File: src/rtl/seq_detect_ctrl.sv
// seq_detect_ctrl: serial pattern detector with a run controller.
// A run is armed by start, counts (overlapping) pattern hits on the
// qualified serial stream and finishes when the configured hit count
// is reached. Configuration is captured into shadow registers in IDLE only.
module seq_detect_ctrl #(
  parameter int MAX_LEN = 8,
  parameter int CNT_W   = 8
) (
  input  logic                      clk,
  input  logic                      rst_n,
  input  logic                      cfg_we,
  input  logic [MAX_LEN-1:0]        cfg_pattern,
  input  logic [$clog2(MAX_LEN):0]  cfg_len,
  input  logic [CNT_W-1:0]          cfg_max_hits,
  input  logic                      start,
  input  logic                      abort,
  input  logic                      data_valid,
  input  logic                      data_in,
  output logic                      busy,
  output logic                      match,
  output logic [CNT_W-1:0]          hit_count,
  output logic                      done,
  output logic                      cfg_err
);

  localparam int LEN_W = $clog2(MAX_LEN) + 1;

  typedef enum logic [1:0] {
    IDLE = 2'd0,
    RUN  = 2'd1,
    DONE = 2'd2
  } state_t;

  // Mask selecting the low 'len' bits of a MAX_LEN-wide window.
  function automatic logic [MAX_LEN-1:0] len_mask(input logic [LEN_W-1:0] len);
    logic [MAX_LEN-1:0] m;
    m = '0;
    for (int i = 0; i < MAX_LEN; i++) begin
      m[i] = (i < int'(len));
    end
    return m;
  endfunction

  state_t               state_r;
  logic                 rst_meta_r;
  logic                 rst_sync_r;
  logic [MAX_LEN-1:0]   pattern_r;
  logic [LEN_W-1:0]     len_r;
  logic [CNT_W-1:0]     max_hits_r;
  logic [MAX_LEN-2:0]   history_r;
  logic [LEN_W-1:0]     fill_r;
  logic [CNT_W-1:0]     hit_count_r;
  logic                 busy_r;
  logic                 match_r;
  logic                 done_r;
  logic                 cfg_err_r;

  logic [MAX_LEN-1:0]   window_s;
  logic [MAX_LEN-1:0]   mask_s;
  logic                 fill_ok_s;
  logic                 hit_s;
  logic                 last_hit_s;
  logic                 cfg_ok_s;

  // Reset release synchronizer: asserts immediately, releases after two clocks.
  always_ff @(posedge clk or negedge rst_n) begin
    if (!rst_n) begin
      rst_meta_r <= 1'b0;
      rst_sync_r <= 1'b0;
    end else begin
      rst_meta_r <= 1'b1;
      rst_sync_r <= rst_meta_r;
    end
  end

  // Hit detection on the window formed by history plus the incoming bit.
  always_comb begin
    window_s   = {history_r, data_in};
    mask_s     = len_mask(len_r);
    fill_ok_s  = (({1'b0, fill_r} + (LEN_W+1)'(1)) >= {1'b0, len_r});
    hit_s      = (state_r == RUN) && data_valid && fill_ok_s &&
                 ((window_s & mask_s) == (pattern_r & mask_s));
    last_hit_s = hit_s && ((hit_count_r + CNT_W'(1)) == max_hits_r);
    cfg_ok_s   = (len_r != LEN_W'(0)) && (len_r <= LEN_W'(MAX_LEN)) &&
                 (max_hits_r != CNT_W'(0));
  end

  // Run-control FSM with shadow configuration and registered outputs.
  always_ff @(posedge clk or negedge rst_n) begin
    if (!rst_n) begin
      state_r     <= IDLE;
      pattern_r   <= '0;
      len_r       <= LEN_W'(MAX_LEN);
      max_hits_r  <= CNT_W'(1);
      history_r   <= '0;
      fill_r      <= '0;
      hit_count_r <= '0;
      busy_r      <= 1'b0;
      match_r     <= 1'b0;
      done_r      <= 1'b0;
      cfg_err_r   <= 1'b0;
    end else if (rst_sync_r) begin
      // Until the release is synchronized every register keeps its reset value.
      match_r   <= 1'b0;
      cfg_err_r <= 1'b0;
      case (state_r)
        IDLE: begin
          if (start) begin
            if (cfg_ok_s) begin
              state_r     <= RUN;
              busy_r      <= 1'b1;
              done_r      <= 1'b0;
              hit_count_r <= '0;
              fill_r      <= '0;
              history_r   <= '0;
            end else begin
              cfg_err_r <= 1'b1;
            end
          end
          if (cfg_we) begin
            pattern_r  <= cfg_pattern;
            len_r      <= cfg_len;
            max_hits_r <= cfg_max_hits;
          end
        end
        RUN: begin
          if (data_valid) begin
            history_r <= window_s[MAX_LEN-2:0];
            if (fill_r != LEN_W'(MAX_LEN)) begin
              fill_r <= fill_r + LEN_W'(1);
            end
          end
          if (hit_s) begin
            match_r     <= 1'b1;
            hit_count_r <= hit_count_r + CNT_W'(1);
          end
          // abort wins over completion, but a hit in this cycle still counts
          if (abort) begin
            state_r <= IDLE;
            busy_r  <= 1'b0;
          end else if (last_hit_s) begin
            state_r <= DONE;
            busy_r  <= 1'b0;
            done_r  <= 1'b1;
          end
        end
        DONE: begin
          if (abort) begin
            state_r <= IDLE;
            done_r  <= 1'b0;
          end else if (start) begin
            state_r     <= RUN;
            busy_r      <= 1'b1;
            done_r      <= 1'b0;
            hit_count_r <= '0;
            fill_r      <= '0;
            history_r   <= '0;
          end
        end
        default: begin
          state_r <= IDLE;
          busy_r  <= 1'b0;
          done_r  <= 1'b0;
        end
      endcase
    end
  end

  assign busy      = busy_r;
  assign match     = match_r;
  assign hit_count = hit_count_r;
  assign done      = done_r;
  assign cfg_err   = cfg_err_r;

endmodule

File: config.mk
export PLATFORM = sky130hd
export DESIGN_NAME = seq_detect_ctrl
export DESIGN_NICKNAME = d
export VERILOG_FILES = /design/src/rtl/seq_detect_ctrl.sv
export SDC_FILE = /design/constraint.sdc
export NUM_CORES = 1
export LEC_CHECK = 0
export ABC_AREA = 0
export CORE_MARGIN = 2
export CORE_UTILIZATION = 49
export DETAILED_ROUTE_END_ITERATION = 8
export PLACE_DENSITY_LB_ADDON = 0.1
export SYNTH_ARGS = -nofsm -noshare
export SYNTH_HDL_FRONTEND = slang
export SYNTH_SLANG_ARGS = --single-unit
File: constraint.sdc
create_clock -name clk -period 2.4 [get_ports clk]
set_clock_uncertainty 0.2 [all_clocks]
set_input_delay 0.48 -clock clk [delete_from_list [all_inputs] [get_ports clk]]
set_output_delay 0.48 -clock clk [all_outputs]
set_load 0.01 [all_outputs]
==> results.json <==
{
  "wire_per_inst_microns": 15.9,
  "slowest_stage": "dfrtp_1",
  "die_y_microns": 77.4,
  "holdPathStages": 0,
  "ir_drop_mv": 0.629,
  "drt_iter0_markers": 95,
  "synth_edf_count": 0,
  "synth_top_cells_by_count": "dfrtp_1 (45), nand2_1 (35), o21ai_0 (25)",
  "maxCapViolCount": 0,
  "antenna_found_initial": 0,
  "path_class": "register to register",
  "grt_max_degree": 24,
  "regArea_sq_um": 1180,
  "ios": 39,
  "crit_arrival_ns": 2.41,
  "finalHoldViolCount": 0,
  "setup_violations": 3,
  "required_ns": 2.38,
  "status": "finished, violations left",
  "synth_area_leaders": "dfrtp_1 (43%), mux2_2 (7.3%), nand2_1 (5.0%), o21ai_0 (4.7%), xnor2_1 (3.7%)",
  "reg2reg_from": "fill_r[0]$_DFFE_PN0P_",
  "place_area_sq_um": 3290,
  "cp-start-kind": "register",
  "die_area_sq_um": 5990,
  "areaGrowthSynthToFinish_pct": 35.3,
  "std_cell_rows": 26,
  "htreeDepth": 2,
  "cts_buffers": 5,
  "max_freq_mhz": 412,
  "path_clk_slew_ns": 0.08,
  "cts.sinks": 47,
  "powerDensity_nw_per_um2": 1110,
  "final_layout_size_suffix_gt1_share_pct": 25.4,
  "die_x_microns": 77.4,
  "syn_avg_cell_area_sq_um": 9.70,
  "seq_area_frac_synth_pct": 44.7,
  "cts_root_buf": "clkbuf_8",
  "hold_path_end": "rst_sync_r$_DFF_PN0_",
  "final_net_count": 376,
  "ys_warn_count": 0,
  "period_share_pct": 101,
  "netlist_instances": 272,
  "critPathCaptureType": "register",
  "final_area_sq_um": 3570,
  "crit_buf_inv": 2,
  "synth_top_area_cell": "dfrtp_1",
  "rr_worst_depth": 9,
  "tightest_slew_ns": 0.639,
  "ant_nets": 0,
  "hp-start": "rst_meta_r$_DFF_PN0_",
  "grt_use_total_pct": 22.9,
  "grt-ovfl-total": 0,
  "cp-startpoint": "fill_r[0]$_DFFE_PN0P_",
  "clk_latency_ns": 0.30,
  "drv_slew": 0,
  "power.total_w": 0.00396,
  "violations": "negative setup slack",
  "port_buffers": 38,
  "rsz0062_at_grt": "yes",
  "fin_cells": 413,
  "synth-seq-cells": 47,
  "finalWirelength_mm": 6.56,
  "timing.rr.end": "busy$_DFFE_PN0P_",
  "syn_area_sq_um": 2640,
  "clockBufferDepth": 2,
  "synth_top_cell_area_share_pct": 42.7,
  "syn_nets": 306,
  "dp_cells": 397,
  "yosysUniqueCellTypes": 46,
  "r2r_slack_ns": -0.03,
  "dr_total_vias": 2276,
  "cts_tree": "yes",
  "grt_pass1_wl_mm": 10.9,
  "path_cells": "buf_6 > buf_4 > ha_1 > nand2b_4 > a211oi_4 > o21ai_2 > nand3_2 > nand4b_1 > a221o_1",
  "multi_input_area_sq_um": 1450,
  "finalWeightedCongestion": 0.924,
  "timing.hold.ws_ns": 0.152,
  "power_leakage_nw": 1.49,
  "core_area_sq_um": 5140,
  "dp_hpwl_mm": 4.67,
  "first_pass_iters": 4,
  "yosysMostFrequentCell": "dfrtp_1",
  "fin_crit_ns": 2.43,
  "via_per_inst": 5.51,
  "setup_slack_ns": -0.0265,
  "diodes": 0,
  "grt_pass1_vias": 2341,
  "synth_ff_type": "dfrtp_1",
  "path_max_fanout": 6,
  "hp-class": "register to register",
  "async_flop_share_pct": 100,
  "relSlewSlack_pct": 56.8,
  "post-route-util_pct": 69.4,
  "drc": 0,
  "crit_path_max_incr_delay_ns": 0.43,
  "n_fill_cell": 407,
  "start_util_pct": 51.3,
  "cpLargestDelayFamily": "compound AO/OA/AOI/OAI gates"
}
kinds of logic after synthesis:
| kind of cell | synth area share, % |
|---|---|
| DFF | 44.7 |
| adders and majority gates | 3.32 |
| other | 0.142 |
| muxes | 7.64 |
| and+or+nand+nor | 19.0 |
| buffers and inverters | 4.08 |
| xor gates and xnor gates | 5.98 |
| AOI/OAI and AO/OA | 15.2 |
per-layer routing:
layer  vias up  wire [microns]  track usage (%)
met1      1102            2790             27.8
met4         0             123             8.75
met5         -               0                0
met3        11             188             4.07
li1       1113               -                -
met2        50            3460             40.5
layout by cell type (no fill, tap or decap), types with 3 or more instances in the layout:
cell type        Yosys  final
a21oi_1              6      5
a221o_1              3      3
and2_1               3      3
buf_4                0     35
buf_6                1      3
clkbuf_8             0      5
clkdlybuf4s50_1      0     37
dfrtp_1             45     45
ha_1                 7      3
inv_1               11     11
mux2_2              17     17
nand2_1             35     34
nand2b_1             8      7
nand3_1             13     13
nand3b_1             4      4
nand4_1              3      3
nor2_1               7      7
o211ai_1             6      6
o21ai_0             25     21
o21ai_2              1      4
o31ai_1              3      3
or4_1                7      6
xnor2_1             11     11
xor2_1               7      7
worst max-delay path by stage:
stage / to / cells past startpoint / slack (ns)
5_1_grt: hit_count[6]$_DFFE_PN0P_ / 11 / -0.14
3_3_place_gp: state_r[0]$_DFFE_PN0P_ / 8 / -0.18
6_report: busy$_DFFE_PN0P_ / 9 / -0.03
4_1_cts: history_r[1]$_DFFE_PN0P_ / 6 / 0.0007
2_1_floorplan: busy$_DFFE_PN0P_ / 8 / 0.01
3_5_place_dp: busy$_DFFE_PN0P_ / 8 / -0.31
state kept, by name, summed over array words and instances, names as in the netlist:
register / count
fill_r: 4
pattern_r: 8
cfg_err: 1
state_r: 2
rst_sync_r: 1
rst_meta_r: 1
done: 1
history_r: 7
busy: 1
max_hits_r: 8
len_r: 4
match: 1
hit_count: 8
area by class of cell:
| cell class | instances | area share [%] |
|---|---|---|
| timing repair buffer | 78 | 19.7 |
| tap | 70 | 2.45 |
| clock buffer | 5 | 1.93 |
| clock inverter | 3 | 1.23 |
| inverter | 11 | 1.16 |
| sequential | 47 | 33.0 |
| multi-input combinational | 199 | 40.6 |
metrics by stage:
stage / setup slack [ns] / TNS (ns)
floorplan: 0.0138 / 0
global placement: -0.182 / -0.983
detailed placement: -0.312 / -1.87
CTS: 0.000721 / 0
global route: -0.138 / -0.874
finish: -0.0265 / -0.0548
what timing repair did:
item                                    CTS  global route
endpoints found under the setup margin   18            20
pin swaps                                12            13
hold buffers                              1             0
hold endpoints to repair                 17             0
setup buffers                             7             0
resized for setup                        12            15
report_power, final:
| part | total [W] | internal, W | switching, W |
|---|---|---|---|
| Combinational | 0.00206 | 0.00109 | 0.000967 |
| Clock | 0.000584 | 0.000310 | 0.000273 |
| Sequential | 0.00132 | 0.00108 | 0.000245 |
Power figures use the tool's default switching activity.
